--- config.mk ---
export PLATFORM = sky130hd
export DESIGN_NAME = uart_tx_ctl
export DESIGN_NICKNAME = d
export VERILOG_FILES = /design/src/rtl/uart_tx_ctl.sv
export SDC_FILE = /design/constraint.sdc
export NUM_CORES = 1
export LEC_CHECK = 0
export CAP_MARGIN = 15
export CORE_MARGIN = 2
export CORE_UTILIZATION = 51
export CTS_BUF_LIST = sky130_fd_sc_hd__clkbuf_8
export CTS_CLUSTER_SIZE = 10
export DETAILED_ROUTE_END_ITERATION = 10
export PLACE_DENSITY = 0.77
export RECOVER_POWER = 25
export SLEW_MARGIN = 20
export SYNTH_ARGS = -nofsm -noshare
export SYNTH_HDL_FRONTEND = slang
export SYNTH_SLANG_ARGS = --single-unit
--- constraint.sdc ---
create_clock -name clk -period 1.8 [get_ports clk]
set_input_delay 0.18 -clock clk [delete_from_list [all_inputs] [get_ports clk]]
set_output_delay 0.18 -clock clk [all_outputs]
set_load 0.01 [all_outputs]
--- src/rtl/uart_tx_ctl.sv ---
// uart_tx_ctl: UART transmit frame sequencer.
// Pops characters from a first-word-fall-through FIFO and shifts them out as
// start bit, DATA_WIDTH data bits (LSB first), optional parity, then STOP_BITS
// stop bits. All timing comes from the 16x oversample enable (baud_x16_en).
// Optional feature: define UART_TX_PARITY_EN to insert a parity bit after the
// data bits (even parity, or odd when PARITY_ODD=1).
module uart_tx_ctl #(
    parameter int DATA_WIDTH = 8,
    parameter int STOP_BITS  = 1,
    parameter int PARITY_ODD = 0
) (
    input  logic                  clk,
    input  logic                  rst,
    input  logic                  baud_x16_en,
    input  logic                  char_fifo_empty,
    input  logic [DATA_WIDTH-1:0] char_fifo_dout,
    output logic                  char_fifo_rd_en,
    output logic                  txd_tx,
    output logic                  tx_busy
);

    localparam int BCW = $clog2(DATA_WIDTH);

    typedef enum logic [2:0] {
        IDLE,
        START,
        DATA,
`ifdef UART_TX_PARITY_EN
        PARITY,
`endif
        STOP
    } state_t;

    state_t                state, state_nxt;
    logic [3:0]            os_cnt, os_cnt_nxt;
    logic [BCW-1:0]        bit_cnt, bit_cnt_nxt;
    logic                  stop_cnt, stop_cnt_nxt;
    logic [DATA_WIDTH-1:0] shreg, shreg_nxt;
    logic                  txd_nxt;
    logic                  rd_en_nxt;
    logic                  busy_nxt;
    logic                  launch;

    // Next-state and next-output logic; everything holds unless a baud pulse arrives.
    always_comb begin
        // NOTE: every signal assigned here gets a default first so no path leaves it
        // unassigned; otherwise synthesis would infer a latch.
        state_nxt    = state;
        os_cnt_nxt   = os_cnt;
        bit_cnt_nxt  = bit_cnt;
        stop_cnt_nxt = stop_cnt;
        shreg_nxt    = shreg;
        txd_nxt      = txd_tx;
        rd_en_nxt    = 1'b0;
        busy_nxt     = tx_busy;
        launch       = 1'b0;

        if (baud_x16_en) begin
            if (state == IDLE) begin
                txd_nxt = 1'b1;
                launch  = !char_fifo_empty;
            end else if (os_cnt != 4'd0) begin
                os_cnt_nxt = os_cnt - 4'd1;
            end else begin
                // Current bit has been held for 16 pulses: move to the next bit.
                os_cnt_nxt = 4'd15;
                case (state)
                    START: begin
                        state_nxt   = DATA;
                        bit_cnt_nxt = '0;
                        txd_nxt     = shreg[0];
                    end
                    DATA: begin
                        if (bit_cnt == BCW'(DATA_WIDTH - 1)) begin
`ifdef UART_TX_PARITY_EN
                            state_nxt = PARITY;
                            txd_nxt   = (^shreg) ^ 1'(PARITY_ODD);
`else
                            state_nxt    = STOP;
                            stop_cnt_nxt = 1'b0;
                            txd_nxt      = 1'b1;
`endif
                        end else begin
                            bit_cnt_nxt = bit_cnt + 1'b1;
                            txd_nxt     = shreg[bit_cnt + 1'b1];
                        end
                    end
`ifdef UART_TX_PARITY_EN
                    PARITY: begin
                        state_nxt    = STOP;
                        stop_cnt_nxt = 1'b0;
                        txd_nxt      = 1'b1;
                    end
`endif
                    STOP: begin
                        if (stop_cnt == 1'(STOP_BITS - 1)) begin
                            if (!char_fifo_empty) begin
                                // Back-to-back frame: no idle gap.
                                launch = 1'b1;
                            end else begin
                                state_nxt = IDLE;
                                busy_nxt  = 1'b0;
                                txd_nxt   = 1'b1;
                            end
                        end else begin
                            stop_cnt_nxt = stop_cnt + 1'b1;
                            txd_nxt      = 1'b1;
                        end
                    end
                    default: begin
                        state_nxt = IDLE;
                        busy_nxt  = 1'b0;
                        txd_nxt   = 1'b1;
                    end
                endcase
            end

            // Launch overrides whatever the bit sequencing above decided.
            if (launch) begin
                shreg_nxt    = char_fifo_dout;
                rd_en_nxt    = 1'b1;
                txd_nxt      = 1'b0;
                os_cnt_nxt   = 4'd15;
                bit_cnt_nxt  = '0;
                stop_cnt_nxt = 1'b0;
                state_nxt    = START;
                busy_nxt     = 1'b1;
            end
        end
    end

    // State, counter, shift register and output registers.
    always_ff @(posedge clk or posedge rst) begin
        if (rst) begin
            state           <= IDLE;
            os_cnt          <= 4'd0;
            bit_cnt         <= '0;
            stop_cnt        <= 1'b0;
            // NOTE: the shift register is cleared too; it is a plain register, not
            // a memory array, so resetting it is cheap and keeps reset state clean.
            shreg           <= '0;
            txd_tx          <= 1'b1;
            char_fifo_rd_en <= 1'b0;
            tx_busy         <= 1'b0;
        end else begin
            // NOTE: non-blocking assignments so every flop samples pre-edge values.
            state           <= state_nxt;
            os_cnt          <= os_cnt_nxt;
            bit_cnt         <= bit_cnt_nxt;
            stop_cnt        <= stop_cnt_nxt;
            shreg           <= shreg_nxt;
            txd_tx          <= txd_nxt;
            char_fifo_rd_en <= rd_en_nxt;
            tx_busy         <= busy_nxt;
        end
    end

endmodule

# Yosys cells after proc, flatten, opt, wreduce, memory -nomap -nowiden

Index checks and enable logic that the tools add are counted.

Divide/modulo/power cells: 0
Equality and inequality tests: 13
Reductions and logical operators: 13
Shift-type cells: 0
$add $sub $neg: 3
Multiplexer cells: 44
Bitwise gates (word level): 0
$lt $le $gt $ge: 1
Multiply operators: 0

Operator list:

| operator                                                              | number |
|---|---|
| 3-bit 2-to-1 mux                                                      | 10 |
| 1-bit 2-to-1 mux                                                      | 25 |
| 4-bit 2-to-1 mux                                                      | 3 |
| 3-bit != test, second input constant                                  | 4 |
| 6-bit AND reduction                                                   | 2 |
| 5-bit AND reduction                                                   | 2 |
| 3-bit one-hot mux with 3 select lines                                 | 1 |
| 3-bit by 2-bit equality test with 1-bit output, second input constant | 2 |
| 2-bit by 1-bit != test with 1-bit output, second input constant       | 3 |
| 3-bit one-hot mux with 2 select lines                                 | 1 |
| 3-bit nonzero test                                                    | 2 |
| 5-bit != test, second input constant                                  | 1 |
| 3-bit by 4-bit < comparator with 1-bit output, second input constant  | 1 |
| 1-bit one-hot mux with 2 select lines                                 | 2 |
| 2-bit AND reduction                                                   | 2 |
| 4-bit nonzero test                                                    | 1 |
| 4-bit by 1-bit subtractor with 4-bit output, second input constant    | 1 |
| 3-bit by 1-bit adder with 3-bit output, second input constant         | 1 |
| 1-bit binary-select mux with 3-bit select                             | 1 |
| 3-bit by 1-bit equality test with 1-bit output, second input constant | 1 |
| 3-bit equality test, second input constant                            | 1 |
| 3-bit zero test                                                       | 1 |
| 3-bit by 2-bit != test with 1-bit output, second input constant       | 1 |
| 1-bit one-hot mux with 3 select lines                                 | 1 |
| other kinds (4)                                                       | 4 |

Bits in latches: 0
RAM bits: 0
ROM bits: 0
Input bits: 12
Logic and storage cells: 82
Memories: 0
Register bits: 22

# Longest topological paths before layout

Gate-level depths: netlist of run 1.

Depth after elaboration: 8
Gate-level depth with buffers: 7
Mapped depth without buffers: 6

# Worst setup path after synthesis of run 1

Ideal clock, no wire load.

Path type: reg-to-reg
Start point: register state[0]
End point: register bit_cnt[1]
Stages on the path, launching flop included: 8
Data arrival time: 1.681 ns
Clock period less this slack: 1.805 ns
Setup time: 0.125 ns
Data required time: 1.675 ns
Slack: -0.005 ns
Cell sequence: dfrtp_1 -> inv_1 -> ha_1 -> buf_4 -> nor4b_1 -> o21ai_1 -> a21oi_2 -> mux2_2

Longest elaborated chain between the ends: 7

RTL lines:

| element                                               | RTL line | source |
|---|---|---|
| from (decl)                                           | 34       | `state_t state, state_nxt;` |
| from (signal assigned)                                | 147      | `state <= state_nxt;` |
| 3-bit by 2-bit equality test with 1-bit output        | 67       | `case (state)` |
| 1-bit 2-to-1 mux                                      | 67       |  |
| 1-bit 2-to-1 mux                                      | 62       | `end else if (os_cnt != 4'd0) begin` |
| 1-bit 2-to-1 mux                                      | 59       | `if (state == IDLE) begin` |
| 1-bit 2-to-1 mux                                      | 58       | `if (baud_x16_en) begin` |
| 3-bit != test (no line), or another cell as far along | --       |  |
| 5-bit AND reduction (no line)                         | --       |  |
| to (signal assigned)                                  | 149      | `bit_cnt <= bit_cnt_nxt;` |
| to (decl)                                             | 36       | `logic [BCW-1:0] bit_cnt, bit_cnt_nxt;` |

Parallel ways exist; a longest one is shown, timed or not. The select of a mux whose other input is x is not followed.
A chain may end at the register's enable or synchronous reset.

# Worst setup path after layout of run 1

Start point: register state[0]
End point: register shreg[4]

Longest elaborated chain between the ends: 6

RTL lines:

| element                                        | RTL line | source |
|---|---|---|
| 3-bit by 2-bit equality test with 1-bit output | 67       |  |
| 1-bit 2-to-1 mux                               | 67       |  |
| 1-bit 2-to-1 mux                               | 62       |  |
| 1-bit 2-to-1 mux *                             | 59       |  |
| 1-bit 2-to-1 mux *                             | 58       |  |
| 2-bit AND reduction (no line) *                | --       |  |
| to (signal assigned)                           | 151      | `shreg <= shreg_nxt;` |
| to (decl)                                      | 38       | `logic [DATA_WIDTH-1:0] shreg, shreg_nxt;` |

Every way passes the cells marked *; elsewhere a longest branch is shown, timed or not. The select of a mux whose other input is x is not followed.

==> flow_metrics.tcl, run 1 <==
set metrics [dict create \
    run_status "finished, final reports clean" \
    reg2reg_setup_slack_ns 0.06 \
    area_of_the_placeable_core_sq_um 2170 \
    slew-limit-headroom 0.305 \
    fraction_of_synthesis_flops_using_an_asynchronous_set_or_reset_pin 1.00 \
    postRouteWirelength_microns 2270 \
    final-hold-violation-count 0 \
    htree_levels 1 \
    synthesis_stage_register_bit_count 20 \
    number_of_enable_type_register_cells_in_the_synthesized_netlist 0 \
    clkLatencyLatePin_ns 0.26 \
    crit-reg2reg-capture "shreg[4]" \
    post_synth_mux_area_share 0.171 \
    maximum_vdd_drop_mv 1.06 \
    worst-slew-pin-transition_ns 1.04 \
    leading_cell_types_by_total_area_after_synthesis "sky130_fd_sc_hd__dfrtp_1 (42%), sky130_fd_sc_hd__mux2_4 (11%), sky130_fd_sc_hd__ha_1 (7.7%)" \
    drt_pre_antenna_iters 4 \
    min_period_ns 1.74 \
    critical_path.startpoint "state[0]" \
    setup-violations-final 0 \
    cp.arrival_ns 1.89 \
    post_route_cells_drive_above_1_share 0.380 \
    worstReg2RegStart "state[0]" \
    num-nets-final 149 \
    dieHeight_microns 51.3 \
    nFillCells 169 \
    drt_iter0_drc 6 \
    finish.cell_count_without_fillers 157 \
    num_vias 846 \
    grt_first_pass_wirelength_microns 3830 \
    die_area_sq_um 2630 \
    wire_per_inst_microns 14.4 \
    power.leakage_nw 0.722 \
    final-seq-area_sq_um 502 \
    fin_total_pwr_mw 2.66 \
    clk_path_buf_depth 2 \
    root_buffer "sky130_fd_sc_hd__clkbuf_8" \
    postSynthAreaPerCell_sq_um 12.0 \
    chipWidth_microns 51.3 \
    synth.net_count 114 \
    antenna_violations_before_repair 0 \
    end_kind "flop" \
    synth_largest_area_cell "sky130_fd_sc_hd__dfrtp_1" \
    yosysWarningCount 0 \
    gate_count_after_technology_mapping 95 \
    grt_remaining_overflow 0 \
    fin_worst_skew_ns 0.00104 \
    rsz_0062_raised_after_global_routing "true" \
    criticalPathCategory "flop to flop" \
    number_of_global_route_vias_before_repair 924 \
    setup.worst_path.end "shreg[4]" \
    main_combinational_cell_family_by_area_after_synthesis "multiplexers" \
    floorplan.io_pins 15 \
    max_clock_freq_mhz 574 \
    synth_top_cell_area_share 0.417 \
    timing.final.crit_share 0.968 \
    synth_compound_area_frac 0.147 \
    critPathMaxFanout 10 \
    final_max_slew_viol_count 0 \
    worstSetupStartpointType "flop" \
    cts.hold.buffers_added 0 \
    antenna_cells 0 \
    yosysUniqueCellTypes 35 \
    yosys.area_share.simple 0.111 \
    dp_hpwl_microns 1680 \
    start_util 0.525 \
    synth_sequential_area_ratio 0.440 \
    cts.sinks 20 \
    clock_slew_seen_by_the_registers_of_the_worst_setup_and_hold_paths_ns 0.07 \
    cts_inserted_buffers 3 \
    multiInputGateArea_sq_um 633 \
    placement_stage_worst_setup_slack_ns -0.00462 \
    synth_adder_area_share 0.0768 \
    power_density_nw_per_um2 1740 \
    max_cap_violation_count 0 \
    ys_dominant_reg_cell "sky130_fd_sc_hd__dfrtp_1" \
    mappedNetlistArea_sq_um 1140 \
    syn2layout_area_growth_pct 34.2 \
    place.gp.congestion 0.867 \
    worst_ep_required_time_ns 1.95 \
    post_synth_xor_area_fraction 0 \
    ant_nets 0 \
    worstRegToRegCells 5 \
    postLayoutSetupSlackWorst_ns 0.0580 \
    vias_cell 5.39 \
    netlist_top_cells_count "sky130_fd_sc_hd__dfrtp_1 (19), sky130_fd_sc_hd__inv_1 (9), sky130_fd_sc_hd__mux2_4 (8), sky130_fd_sc_hd__ha_1 (7), sky130_fd_sc_hd__nor2_1 (6)" \
    detail_route.drc_violations 0 \
    tritoncts "done" \
    synth_most_common_cell "sky130_fd_sc_hd__dfrtp_1" \
    grt_max_degree 21 \
    post-place-cells 151 \
    globalRouteTotalUtil 0.197 \
    io_buffers 14 \
    hp-class "flop to flop" \
    num_rows 17 \
]
## sequential cells by signal (all words and copies together), names as in the netlist
register	flops
state	2
txd_tx	1
char_fifo_rd_en	1
tx_busy	1
bit_cnt	3
os_cnt	4
shreg	8
## metrics by stage
stage | utilization | hold slack [ns] | setup TNS, ns | cell area (sq um)
floorplan | - | 0.143 | 0 | 1150
global placement | 0.652 | 0.468 | 0 | 1410
detailed placement | 0.652 | 0.475 | -0.00462 | 1410
CTS | 0.686 | 0.263 | 0 | 1490
global route | 0.705 | 0.523 | -0.0624 | 1530
finish | 0.705 | 0.480 | 0 | 1530
## where the power goes
part           internal, mW  leakage (nW)  total (mW)  switching, mW
registers             0.670         0.245       0.849          0.179
clock network         0.195        0.0288       0.346          0.151
logic                 0.875         0.448        1.47          0.592
total                  1.74         0.722        2.66          0.922
## metal layers
layer  GRT usage  vias to the layer above  part of all wire
met5           0                        -                 0
met4       0.118                        0             0.030
met3      0.0351                        7             0.035
met2       0.351                       19              0.52
met1       0.217                      405              0.42
li1            -                      415                 -
## timing repair
action | CTS | global route
setup endpoints to repair | 3 | 13
gates resized for setup | 1 | 8
buffers inserted | 1 | 1
pin swaps | 1 | 4
## cell type report
| class | count | area share |
|---|---|---|
| Multi-Input combinational cell | 64 | 0.414 |
| Sequential cell | 20 | 0.328 |
| Timing Repair Buffer | 32 | 0.177 |
| Clock buffer | 4 | 0.0360 |
| Tap cell | 28 | 0.0229 |
| Inverter | 9 | 0.0221 |
## worst min-delay path by stage
stage	from	endpoint	slack, ns	depth (start not counted)
after CTS	rst	char_fifo_rd_en	0.26	3
after floorplan	rst	bit_cnt[0]	0.14	1
after global routing	txd_tx	txd_tx	0.52	2
after detailed placement	txd_tx	txd_tx	0.48	2
final	txd_tx	txd_tx	0.48	2
after global placement	txd_tx	txd_tx	0.47	2
## worst max-delay path, stage by stage (launching register included)
cell and delay, ns:
sky130_fd_sc_hd__dfrtp_1 0.40, sky130_fd_sc_hd__ha_1 0.23, sky130_fd_sc_hd__and4bb_1 0.23, sky130_fd_sc_hd__o21bai_4 0.17, sky130_fd_sc_hd__nand2b_4 0.27, sky130_fd_sc_hd__mux2_4 0.32
## kinds of logic (layout without fill, tap and decap cells)
| family | Yosys count | after routing |
|---|---|---|
| AOI/OAI and AO/OA | 22 | 22 |
| adders and majority gates | 7 | 7 |
| buffers and inverters | 11 | 45 |
| DFF | 20 | 20 |
| muxes | 14 | 14 |
| and+or+nand+nor | 21 | 21 |
## layout by cell type, fill, tap and decap left out, drive strengths merged, types with 2 or more instances in the layout
master,netlist,final
a21oi,4,4
a31oi,3,3
and3,2,2
buf,2,17
clkbuf,0,5
clkdlybuf4s50,0,13
dfrtp,19,19
ha,7,7
inv,9,9
mux2,10,10
mux2i,3,3
nand2,2,2
nand3,3,3
nor2,6,6
nor2b,3,3
o21ai,5,5
No activity file was read; power rests on OpenSTA's default activity.
==> run 2: changes to the inputs <==
--- a/config.mk
+++ b/config.mk
@@ -5,13 +5,13 @@
 export SDC_FILE = /design/constraint.sdc
 export NUM_CORES = 1
 export LEC_CHECK = 0
-export CAP_MARGIN = 15
 export CORE_MARGIN = 2
-export CORE_UTILIZATION = 51
+export CORE_UTILIZATION = 55
 export CTS_BUF_LIST = sky130_fd_sc_hd__clkbuf_8
 export CTS_CLUSTER_SIZE = 10
 export DETAILED_ROUTE_END_ITERATION = 10
-export PLACE_DENSITY = 0.77
+export DONT_BUFFER_PORTS = 1
+export PLACE_DENSITY = 0.72
 export RECOVER_POWER = 25
 export SLEW_MARGIN = 20
 export SYNTH_ARGS = -nofsm -noshare
==> run 2 against run 1 <==
Net effect:
- clock power grew 32%
- via count shrank 2.8%
- sequential share of layout area grew 1.9 points
- fmax shrank 0.86%
- total power grew 6.1%
- final cell count shrank 8.3%
- utilization grew 3.1 points
- flip-flop and latch count is the same
- worst hold slack lost 0.46 ns
- count of clock-buffer cells in the layout shrank 1
- largest power group unchanged
==> flow_metrics.tcl, run 2 (synthesis results as in run 1) <==
set metrics [dict create \
    switchingPower_uw 988 \
    max_cap_violation_count 0 \
    run_status "finished, final reports clean" \
    fin_total_pwr_mw 2.82 \
    rsz_0062_raised_after_global_routing "true" \
    syn2layout_area_growth_pct 26.8 \
    worst-slew-pin-transition_ns 0.768 \
    layout_common_cells "sky130_fd_sc_hd__dfrtp_1 (19), sky130_fd_sc_hd__buf_4 (18), sky130_fd_sc_hd__inv_1 (8), sky130_fd_sc_hd__mux2_4 (8), sky130_fd_sc_hd__nor2_1 (6)" \
    worstRegToRegCells 5 \
    cts.sinks 20 \
    hp-class "primary input to flop" \
    final-seq-area_sq_um 502 \
    post_route_cells_drive_above_1_share 0.444 \
    start_util 0.581 \
    htree_levels 1 \
    top_register "shreg" \
    drt_pre_antenna_iters 4 \
    antenna_cells 0 \
    final_max_slew_viol_count 0 \
    num_vias 822 \
    antenna_violations_before_repair 0 \
    power.leakage_nw 0.683 \
    vias_cell 5.71 \
    worstSetupStartpointType "flop" \
    largest_register_ffs 8 \
    wire_per_inst_microns 17.3 \
    fin_worst_skew_ns 0.00897 \
    timing.critical_path.slowest_cell_delay_ns 0.49 \
    max_clock_freq_mhz 569 \
    min_path_cells 1 \
    most_frequent_standard_cell_in_the_layout_excluding_fill_and_tap_cells "sky130_fd_sc_hd__dfrtp_1" \
    dp_hpwl_microns 1650 \
    area_of_the_placeable_core_sq_um 1960 \
    finish.utilization 0.737 \
    cp.arrival_ns 1.95 \
    setup_total_negative_slack_ns 0 \
    dieHeight_microns 49.5 \
    globalRouteTotalUtil 0.211 \
    power_frac_seq 0.309 \
    power_density_nw_per_um2 1950 \
    detail_route.drc_violations 0 \
    floorplan.io_pins 15 \
    timing.critical_path.cells "ha_4, mux4_2, a2bb2oi_2, a221oi_2, o31ai_1" \
    critPathMaxFanout 2 \
    clkLatencyLatePin_ns 0.26 \
    num_rows 16 \
    post-place-cells 134 \
    ant_nets 0 \
    finish.cell_count_without_fillers 144 \
    critical-path-slowest-cell "sky130_fd_sc_hd__mux4_2" \
    min_period_ns 1.76 \
    drt_iter0_drc 13 \
    nFillCells 146 \
    grt_max_degree 21 \
    setup-violations-final 0 \
    postRouteWirelength_microns 2490 \
    timing.final.crit_share 0.976 \
    die_area_sq_um 2450 \
    maximum_vdd_drop_mv 1.44 \
    grt_remaining_overflow 0 \
    root_buffer "sky130_fd_sc_hd__clkbuf_8" \
    criticalPathCategory "flop to flop" \
    sw_frac_of_total 0.350 \
    clk_path_buf_depth 2 \
    power_frac_comb 0.529 \
    clock_slew_seen_by_the_registers_of_the_worst_setup_and_hold_paths_ns 0.08 \
    worst_ep_required_time_ns 1.99 \
    tritoncts "done" \
    multiInputGateArea_sq_um 659 \
    share_of_power_burned_in_the_clock_network 0.162 \
    slew-limit-headroom 0.488 \
    io_buffers 0 \
    number_of_global_route_vias_before_repair 868 \
    num-nets-final 137 \
    chipWidth_microns 49.5 \
    power_report.internal_total_mw 1.84 \
    place.gp.congestion 0.809 \
    final-hold-violation-count 0 \
    reg_top3 "shreg (8), os_cnt (4), bit_cnt (3)" \
    cts_inserted_buffers 3 \
    grt_first_pass_wirelength_microns 3930 \
    end_kind "flop" \
]
run 2: cell types whose count changed in the layout (fill, tap and decap cells not counted), sizes merged:
| cell | before | now |
|---|---|---|
| clkdlybuf4s50 | 13 | 0 |
| clkbuf | 5 | 3 |
| buf | 17 | 18 |
| bufinv | 0 | 1 |
| nand2b | 1 | 2 |
run 2: final timing paths:
path / from / end / slack (ns)
worst max register to register: bit_cnt[0] / txd_tx / 0.04
worst min register to register: txd_tx / txd_tx / 0.51
worst min-delay path: baud_x16_en / os_cnt[0] / 0.02
max in group asynchronous: rst / bit_cnt[2] / 0.82
worst max-delay path: bit_cnt[0] / txd_tx / 0.04
min in group asynchronous: rst / bit_cnt[0] / 0.50
run 2: critical path: cells and delay by family (launching register included):
| kind | cells | cell delay (ns) |
|---|---|---|
| compound gates | 3 | 0.48 |
| mux | 1 | 0.49 |
| fa+ha+maj | 1 | 0.29 |
| flops | 1 | 0.44 |
run 2: through the flow:
stage	cell area (sq um)	worst slack, ns	hold WS (ns)
floorplan	1150	0.00535	0.143
global placement	1260	0.0482	0.235
detailed placement	1260	-0.0273	0.246
CTS	1360	0.0104	0.0283
global route	1450	-0.0403	0.0259
finish	1450	0.0428	0.0217
run 2: cell type report:
class / instances / share of cell area
clock buffers: 3 / 0.0286
multi-input cells: 65 / 0.456
flip-flops and latches: 20 / 0.347
clock inverters: 1 / 0.0208
well taps: 27 / 0.0234
inverters: 9 / 0.0234
repair buffers: 19 / 0.100
run 2: per-layer routing:
metal | global-route usage | share of wire | vias up
met5 | 0 | 0 | -
met3 | 0.0455 | 0.046 | 4
li1 | - | - | 388
met1 | 0.272 | 0.43 | 407
met4 | 0.0833 | 0.011 | 0
met2 | 0.347 | 0.51 | 23
run 2: repair_timing:
action	CTS	global route
hold buffers	1	0
cloned	0	1
setup endpoints to repair	1	14
buffers inserted	0	4
gates resized for setup	2	9
pin swaps	1	2
hold endpoints to repair	19	0
run 2: power groups by stage:
stage	Combinational [mW]	Sequential, mW	Clock (mW)
detailed placement	1.23	0.857	0
floorplan	0.896	0.813	0
global placement	1.19	0.839	0
finish	1.49	0.873	0.457
CTS	1.28	0.864	0.453
global route	1.64	0.909	0.480
==> run 3: changes to the inputs <==
--- a/config.mk
+++ b/config.mk
@@ -5,15 +5,16 @@
 export SDC_FILE = /design/constraint.sdc
 export NUM_CORES = 1
 export LEC_CHECK = 0
+export ABC_AREA = 0
 export CORE_MARGIN = 2
 export CORE_UTILIZATION = 55
 export CTS_BUF_LIST = sky130_fd_sc_hd__clkbuf_8
 export CTS_CLUSTER_SIZE = 10
 export DETAILED_ROUTE_END_ITERATION = 10
 export DONT_BUFFER_PORTS = 1
+export MAX_ROUTING_LAYER = met4
 export PLACE_DENSITY = 0.72
 export RECOVER_POWER = 25
-export SLEW_MARGIN = 20
 export SYNTH_ARGS = -nofsm -noshare
 export SYNTH_HDL_FRONTEND = slang
 export SYNTH_SLANG_ARGS = --single-unit
==> run 3 against run 2 <==
Net effect:
- fmax hardly changed
- register-to-register slack about the same
- utilization unchanged
- die area is the same
- combinational power about the same
- routed wire length unchanged
- flip-flop and latch count stayed put
- setup slack hardly changed
- total power barely moved
- largest power group unchanged
==> flow_metrics.tcl, run 3 (synthesis results as in run 1) <==
set metrics [dict create \
    grt_remaining_overflow 0 \
    share_of_power_burned_in_the_clock_network 0.162 \
    power_report.internal_total_mw 1.84 \
    number_of_global_route_vias_before_repair 869 \
    drt_pre_antenna_iters 4 \
    syn2layout_area_growth_pct 26.8 \
    top_register "shreg" \
    num_vias 822 \
    finish.cell_count_without_fillers 144 \
    htree_levels 1 \
    top_usage_layer "met2" \
    layout_common_cells "sky130_fd_sc_hd__dfrtp_1 (19), sky130_fd_sc_hd__buf_4 (18), sky130_fd_sc_hd__inv_1 (8), sky130_fd_sc_hd__mux2_4 (8), sky130_fd_sc_hd__nor2_1 (6)" \
    ant_nets 0 \
    postLayoutSetupSlackWorst_ns 0.0428 \
    io_buffers 0 \
    groute.layer.met1.usage 0.272 \
    nFillCells 146 \
    finish.utilization 0.737 \
    most_frequent_standard_cell_in_the_layout_excluding_fill_and_tap_cells "sky130_fd_sc_hd__dfrtp_1" \
    final-seq-area_sq_um 502 \
    timing.critical_path.cells "ha_4, mux4_2, a2bb2oi_2, a221oi_2, o31ai_1" \
    clkLatencyLatePin_ns 0.26 \
    final_max_slew_viol_count 0 \
    vias_cell 5.71 \
    num_rows 16 \
    clock_slew_seen_by_the_registers_of_the_worst_setup_and_hold_paths_ns 0.08 \
    timing.critical_path.slowest_cell_delay_ns 0.49 \
    detailed_place.area_sq_um 1260 \
    post-place-cells 134 \
    tritoncts "done" \
    clk_path_buf_depth 2 \
    die_area_sq_um 2450 \
    criticalPathCategory "flop to flop" \
    post_route_cells_drive_above_1_share 0.444 \
    min_period_ns 1.76 \
    rsz_0062_raised_after_global_routing "true" \
    final-hold-violation-count 0 \
    worstSetupStartpointType "flop" \
    globalRouteTotalUtil 0.217 \
    run_status "finished, final reports clean" \
    grt_first_pass_wirelength_microns 3930 \
    largest_register_ffs 8 \
    cts_inserted_buffers 3 \
    power_frac_comb 0.529 \
    cts.sinks 20 \
    area_of_the_placeable_core_sq_um 1960 \
    grt_max_degree 21 \
    chipWidth_microns 49.5 \
    wire_per_inst_microns 17.3 \
    end_kind "flop" \
    reg_top3 "shreg (8), os_cnt (4), bit_cnt (3)" \
    start_util 0.581 \
    dieHeight_microns 49.5 \
    hp-class "primary input to flop" \
    worst-slew-pin-transition_ns 0.768 \
    fin_worst_skew_ns 0.00897 \
    sw_frac_of_total 0.350 \
    setup-violations-final 0 \
    stdcell_area_sq_um 1450 \
    max_clock_freq_mhz 569 \
    gr-usage-met3 0.0455 \
    root_buffer "sky130_fd_sc_hd__clkbuf_8" \
    power_density_nw_per_um2 1950 \
    switchingPower_uw 988 \
    worstPathBufferInverterCount 0 \
    cp.arrival_ns 1.95 \
    multiInputGateArea_sq_um 659 \
    slew-limit-headroom 0.488 \
    worst_ep_required_time_ns 1.99 \
    dp_hpwl_microns 1650 \
    antenna_violations_before_repair 0 \
    use_met2 0.347 \
    floorplan.io_pins 15 \
    detail_route.drc_violations 0 \
    worst_path_dominant_cell_family "multiplexers" \
    max_cap_violation_count 0 \
    postRouteWirelength_microns 2490 \
    placement_stage_worst_setup_slack_ns -0.0273 \
    place.gp.congestion 0.821 \
    power.leakage_nw 0.683 \
    timing.final.crit_share 0.976 \
    critical-path-slowest-cell "sky130_fd_sc_hd__mux4_2" \
    final.hold.worst_slack_ns 0.0217 \
    power_frac_seq 0.309 \
    drt_iter0_drc 13 \
    antenna_cells 0 \
    critPathMaxFanout 2 \
    maximum_vdd_drop_mv 1.44 \
    num-nets-final 137 \
]
-- run 3: timing repair --
action                                  4_1_cts  5_1_grt
buffers inserted                              0        4
endpoints found under the setup margin        1       14
cloned                                        0        1
pin swaps                                     1        2
hold buffers                                  1        0
resized for setup                             2        9
endpoints found under the hold margin        19        0
-- run 3: area by class of cell --
class	count	area share
clock buffer	3	0.0286
clock inverter	1	0.0208
inverter	9	0.0234
multi-input combinational	65	0.456
sequential	20	0.347
tap	27	0.0234
timing repair buffer	19	0.100
-- run 3: path summary, 6_finish.rpt --
kind / slack, ns / depth (start not counted) / from / endpoint
setup / recovery: 0.04 / 5 / bit_cnt[0] / txd_tx
hold / removal: 0.02 / 1 / baud_x16_en / os_cnt[0]
setup reg to reg: 0.04 / 5 / bit_cnt[0] / txd_tx
hold reg to reg: 0.51 / 2 / txd_tx / txd_tx
max in group asynchronous: 0.82 / 2 / rst / bit_cnt[2]
min in group asynchronous: 0.50 / 2 / rst / bit_cnt[0]
-- run 3: power groups by stage --
stage	Clock, mW	Combinational (mW)	Sequential, mW
after global routing	0.480	1.64	0.909
after detailed placement	0	1.23	0.857
after CTS	0.453	1.28	0.864
final	0.457	1.49	0.873
after floorplan	0	0.896	0.813
after global placement	0	1.19	0.839
-- run 3: layer usage --
metal	routed length [microns]	vias up
met5	0	-
met4	26	0
met3	116	4
met2	1270	23
met1	1070	407
li1	-	388
-- run 3: through the flow --
| step | TNS, ns | total power [mW] |
|---|---|---|
| floorplan | 0 | 1.71 |
| global placement | 0 | 2.03 |
| detailed placement | -0.0273 | 2.09 |
| CTS | 0 | 2.60 |
| global route | -0.0727 | 3.03 |
| finish | 0 | 2.82 |
==> patch 1: new RTL, flow settings as in run 3 <==
Take the reset off `shreg` and load it in a clocked block of its own.
--- a/src/rtl/uart_tx_ctl.sv
+++ b/src/rtl/uart_tx_ctl.sv
@@ -138,7 +138,6 @@
             stop_cnt        <= 1'b0;
             // NOTE: the shift register is cleared too; it is a plain register, not
             // a memory array, so resetting it is cheap and keeps reset state clean.
-            shreg           <= '0;
             txd_tx          <= 1'b1;
             char_fifo_rd_en <= 1'b0;
             tx_busy         <= 1'b0;
@@ -148,12 +147,15 @@
             os_cnt          <= os_cnt_nxt;
             bit_cnt         <= bit_cnt_nxt;
             stop_cnt        <= stop_cnt_nxt;
-            shreg           <= shreg_nxt;
             txd_tx          <= txd_nxt;
             char_fifo_rd_en <= rd_en_nxt;
             tx_busy         <= busy_nxt;
         end
     end
 
+    always_ff @(posedge clk) begin
+        shreg <= shreg_nxt;
+    end
+
 endmodule
 
Function: no difference found for any inputs over 10 cycles, from zero or initial values and one cycle with rst high; that may be too few to reach the edited logic, so the function may still have changed.
==> patch 1 against run 3 <==
  * Clock skew down 0.0026 ns
  * Design area decreased by 14%
  * Maximum frequency is 0.16% higher
  * Sequential cell count unchanged
  * Worst setup slack improved by 0.0027 ns
  * Area after synthesis fell by 9.3%
  * Wire length fell by 30%
  * Critical path type unchanged
Power is not compared: it rests on default switching activity, and its combinational part moved more than twofold at a synthesized area within 25%.
==> patch 1: results (changes against run 3) <==
Outcome: complete, no violations
Post-Route Skew: 0.00634 ns (-0.00263 ns)
Resized Gates After CTS: 4 (+2)
Share of cells above drive strength 1: 29.9% (-15 points)
Placed wire-length estimate: 1.28 mm (-23%)
First-pass GRT wire length: 2.95 mm (-25%)
Met3 wire len: 35 µm (-70%)
Min-delay src: char_fifo_dout[0]
Max IR drop VDD: 0.758 mV
Post-CTS setup buffers: 0 (unchanged)
Total number of vias: 665 (-19%)
Biggest regs: shreg (8), os_cnt (4), bit_cnt (3)
Final Non-Filler Cells: 122 (-15%)
WL/cell: 14.3 µm (-17%)
CP arrival: 1.94 ns
Max-Slew Margin vs Limit: 68.3% (+20 points)
Yosys warns: 0 (unchanged)
Initial antenna violation count: 0 (unchanged)
Net Count, Synth: 103 (-9.6%)
WHS Path Cells: 0 (-1)
Critical path fanouts, max: 3 (+1)
Setup crit end: txd_tx
WL met2: 824 µm (-35%)
IO Port Bufs: 0 (unchanged)
Post-Route M1 WL: 875 µm (-18%)
Vias in the first global route: 685 (-21%)
Netlist cell types: 31 (-11%)
GR Layer Usage met1: 24.5% (-2.7 points)
Synth top area cells: dfrtp_1 (27%), edfxtp_1 (23%), ha_1 (8.5%)
Met3 global-route usage: 1.15% (-3.4 points)
Clock share of power: 28.0%
Largest net degree at the start of global routing: 13 (-38%)
Flop2flop setup slack: 0.05 ns
GR Util met2: 32.4% (-2.2 points)
Critical path's top delay family: multiplexers
FF-to-FF Start: bit_cnt[1]
Seq/Total Area, Yosys: 52.4% (+8.4 points)
Post-synth top cells: dfrtp_1 (11), edfxtp_1 (8), inv_1 (8)
Mapped Cells: 84 (-12%)
Async S/R FF share, synth: 60.0% (-40 points)
Gp weighted congestion: 0.809 (-1.5%)
1st-iter DRT viols: 14 (+1)
Sequential power: 0.657 mW
EDFF count, synth: 8 (+8)
Cell total after placement: 114 (-15%)
DP Area: 0.00110 mm² (-12%)
CP max-delay cell: mux4_2
GRT Total Usage: 19.5% (-2.2 points)
Worst Hold Path EP: shreg[0]
patch 1: cell count changes in the layout (fill, tap and decap cells not counted), sizes merged, moves of 3 or more:
cell and delta:
buf -9, nor2 -4, nand3 -3, dfrtp -8, edfxtp +8, mux2 -8
patch 1: stage by stage:
step,hold slack [ns],setup WS (ns)
2_1_floorplan,0.0440,0.00738
3_3_place_gp,0.111,-0.00197
3_5_place_dp,0.124,-0.0408
4_1_cts,0.00976,0.0173
5_1_grt,0.00529,-0.0115
6_report,0.0117,0.0455
patch 1: cells by family after synthesis:
family | synth area share (%)
adder cells (fa/ha/maj) | 8.47
AO/OA/AOI/OAI | 15.6
AND/OR/NAND/NOR | 11.9
flip-flops | 52.4
buffers and inverters | 3.39
multiplexers | 8.23
patch 1: cell type report:
class | instances | area [µm²]
inverter | 8 | 30.0
sequential | 20 | 542
timing repair buffer | 10 | 77.6
multi-input combinational | 55 | 494
tap | 25 | 31.3
fill | 126 | 499
clock inverter | 1 | 30.0
clock buffer | 3 | 41.3
==> patch 2: new RTL, flow settings as in run 3 <==
Without the edit above. Build with the macro `UART_TX_PARITY_EN` defined.
--- a/src/rtl/uart_tx_ctl.sv
+++ b/src/rtl/uart_tx_ctl.sv
@@ -4,6 +4,8 @@
 // stop bits. All timing comes from the 16x oversample enable (baud_x16_en).
 // Optional feature: define UART_TX_PARITY_EN to insert a parity bit after the
 // data bits (even parity, or odd when PARITY_ODD=1).
+`define UART_TX_PARITY_EN
+
 module uart_tx_ctl #(
     parameter int DATA_WIDTH = 8,
     parameter int STOP_BITS  = 1,
Check against the original RTL: same outputs for any inputs over 10 cycles, from zero or initial values and one cycle with rst high; that may be too few to reach the edited logic, so the function may still have changed.
==> patch 2 against run 3 <==
  * The run now ends with setup timing left
  * Total power is 14% lower
  * Sequential cell count rose by 1
  * Clock skew down 0.0055 ns
  * Design area decreased by 3.5%
  * Hold slack gained 0.026 ns
  * Maximum frequency is 6.7% lower
  * First-iteration DRC count rose by 31%
  * Combinational power fell by 17%
  * Area after synthesis grew 2.2%
  * Utilization down 3.3 points
  * Cell count grew 5.6%
  * Wire length is 3.0% lower
  * Worst setup slack lost 0.13 ns
  * Critical endpoint is now shreg[7]
==> patch 2: results (changes against run 3) <==
CP max-delay cell: or3b_4
Worst setup margin: -0.0844 ns (-0.127 ns)
Fraction of area in multi-input gates: 45.8% (+0.20 points)
Critical path fanouts, max: 11 (+9)
DP Area: 0.00126 mm² (+0.60%)
FF-to-FF Start: os_cnt[1]
Post-Route Skew: 0.00344 ns (-0.00554 ns)
Critical path's top delay family: simple AND/OR/NAND/NOR gates
Final TNS setup: -0.679 ns (-0.679 ns)
Net Count, Synth: 126 (+11%)
Synth Area in XOR/XNOR: 6.02% (+6.0 points)
Adder-cell share of the synthesized area: 3.22% (-4.5 points)
Netlist cell types: 38 (+8.6%)
Synthesized area per cell: 10.5 µm² (-13%)
Clock sinks: 21 (+5.0%)
Outcome: complete, but fails checks
Mux cell area share after synthesis: 13.3% (-3.8 points)
Met3 global-route usage: 4.85% (+0.30 points)
Fill cell count: 135 (-7.5%)
Pre-CTS setup slack: -0.125 ns (-0.0972 ns)
Pleak: 0.613 nW (-10%)
Cell total after placement: 146 (+9.0%)
Vias in the first global route: 916 (+5.4%)
Resized Gates After CTS: 6 (+4)
NonClk Buf Share: 9.06% (-0.98 points)
Min-delay src: char_fifo_dout[0]
Fraction of area in registers: 37.8% (+3.0 points)
Failing checks: setup timing
Largest net degree at the start of global routing: 22 (+4.8%)
First-pass GRT wire length: 3.97 mm (+1.2%)
CP max stage delay: 0.41 ns (-0.08 ns)
1st-iter DRT viols: 17 (+4)
GRT Total Usage: 21.6% (-0.083 points)
Final setup vio count: 11 (+11)
Post-Route M1 WL: 1.04 mm (-3.2%)
==> patch 2: changes by cell type in the layout (fill, tap and decap cells not counted), sizes merged, moves of 2 or more <==
cell and change:
ha -4, nand2 +3, nor3 +5, inv -3, xnor2 +7, mux2i +2, nand3 -3, nand3b +2
a211oi +2, buf -4, nor2 +2
==> patch 2: report_power, final <==
group | leakage (nW) | internal [mW] | total [mW] | switching [mW]
sequential | 0.251 | 0.689 | 0.887 | 0.199
clock | 0.0255 | 0.154 | 0.308 | 0.154
combinational | 0.337 | 0.654 | 1.24 | 0.585
==> patch 2: worst paths after layout <==
path	endpoint	slack, ns	cells past startpoint
setup / recovery	shreg[7]	-0.08	6
hold / removal	shreg[0]	0.05	1
setup reg to reg	shreg[7]	-0.08	6
hold reg to reg	shreg[2]	0.54	1
max in group asynchronous	state[0]	0.80	2
min in group asynchronous	char_fifo_rd_en	0.51	2
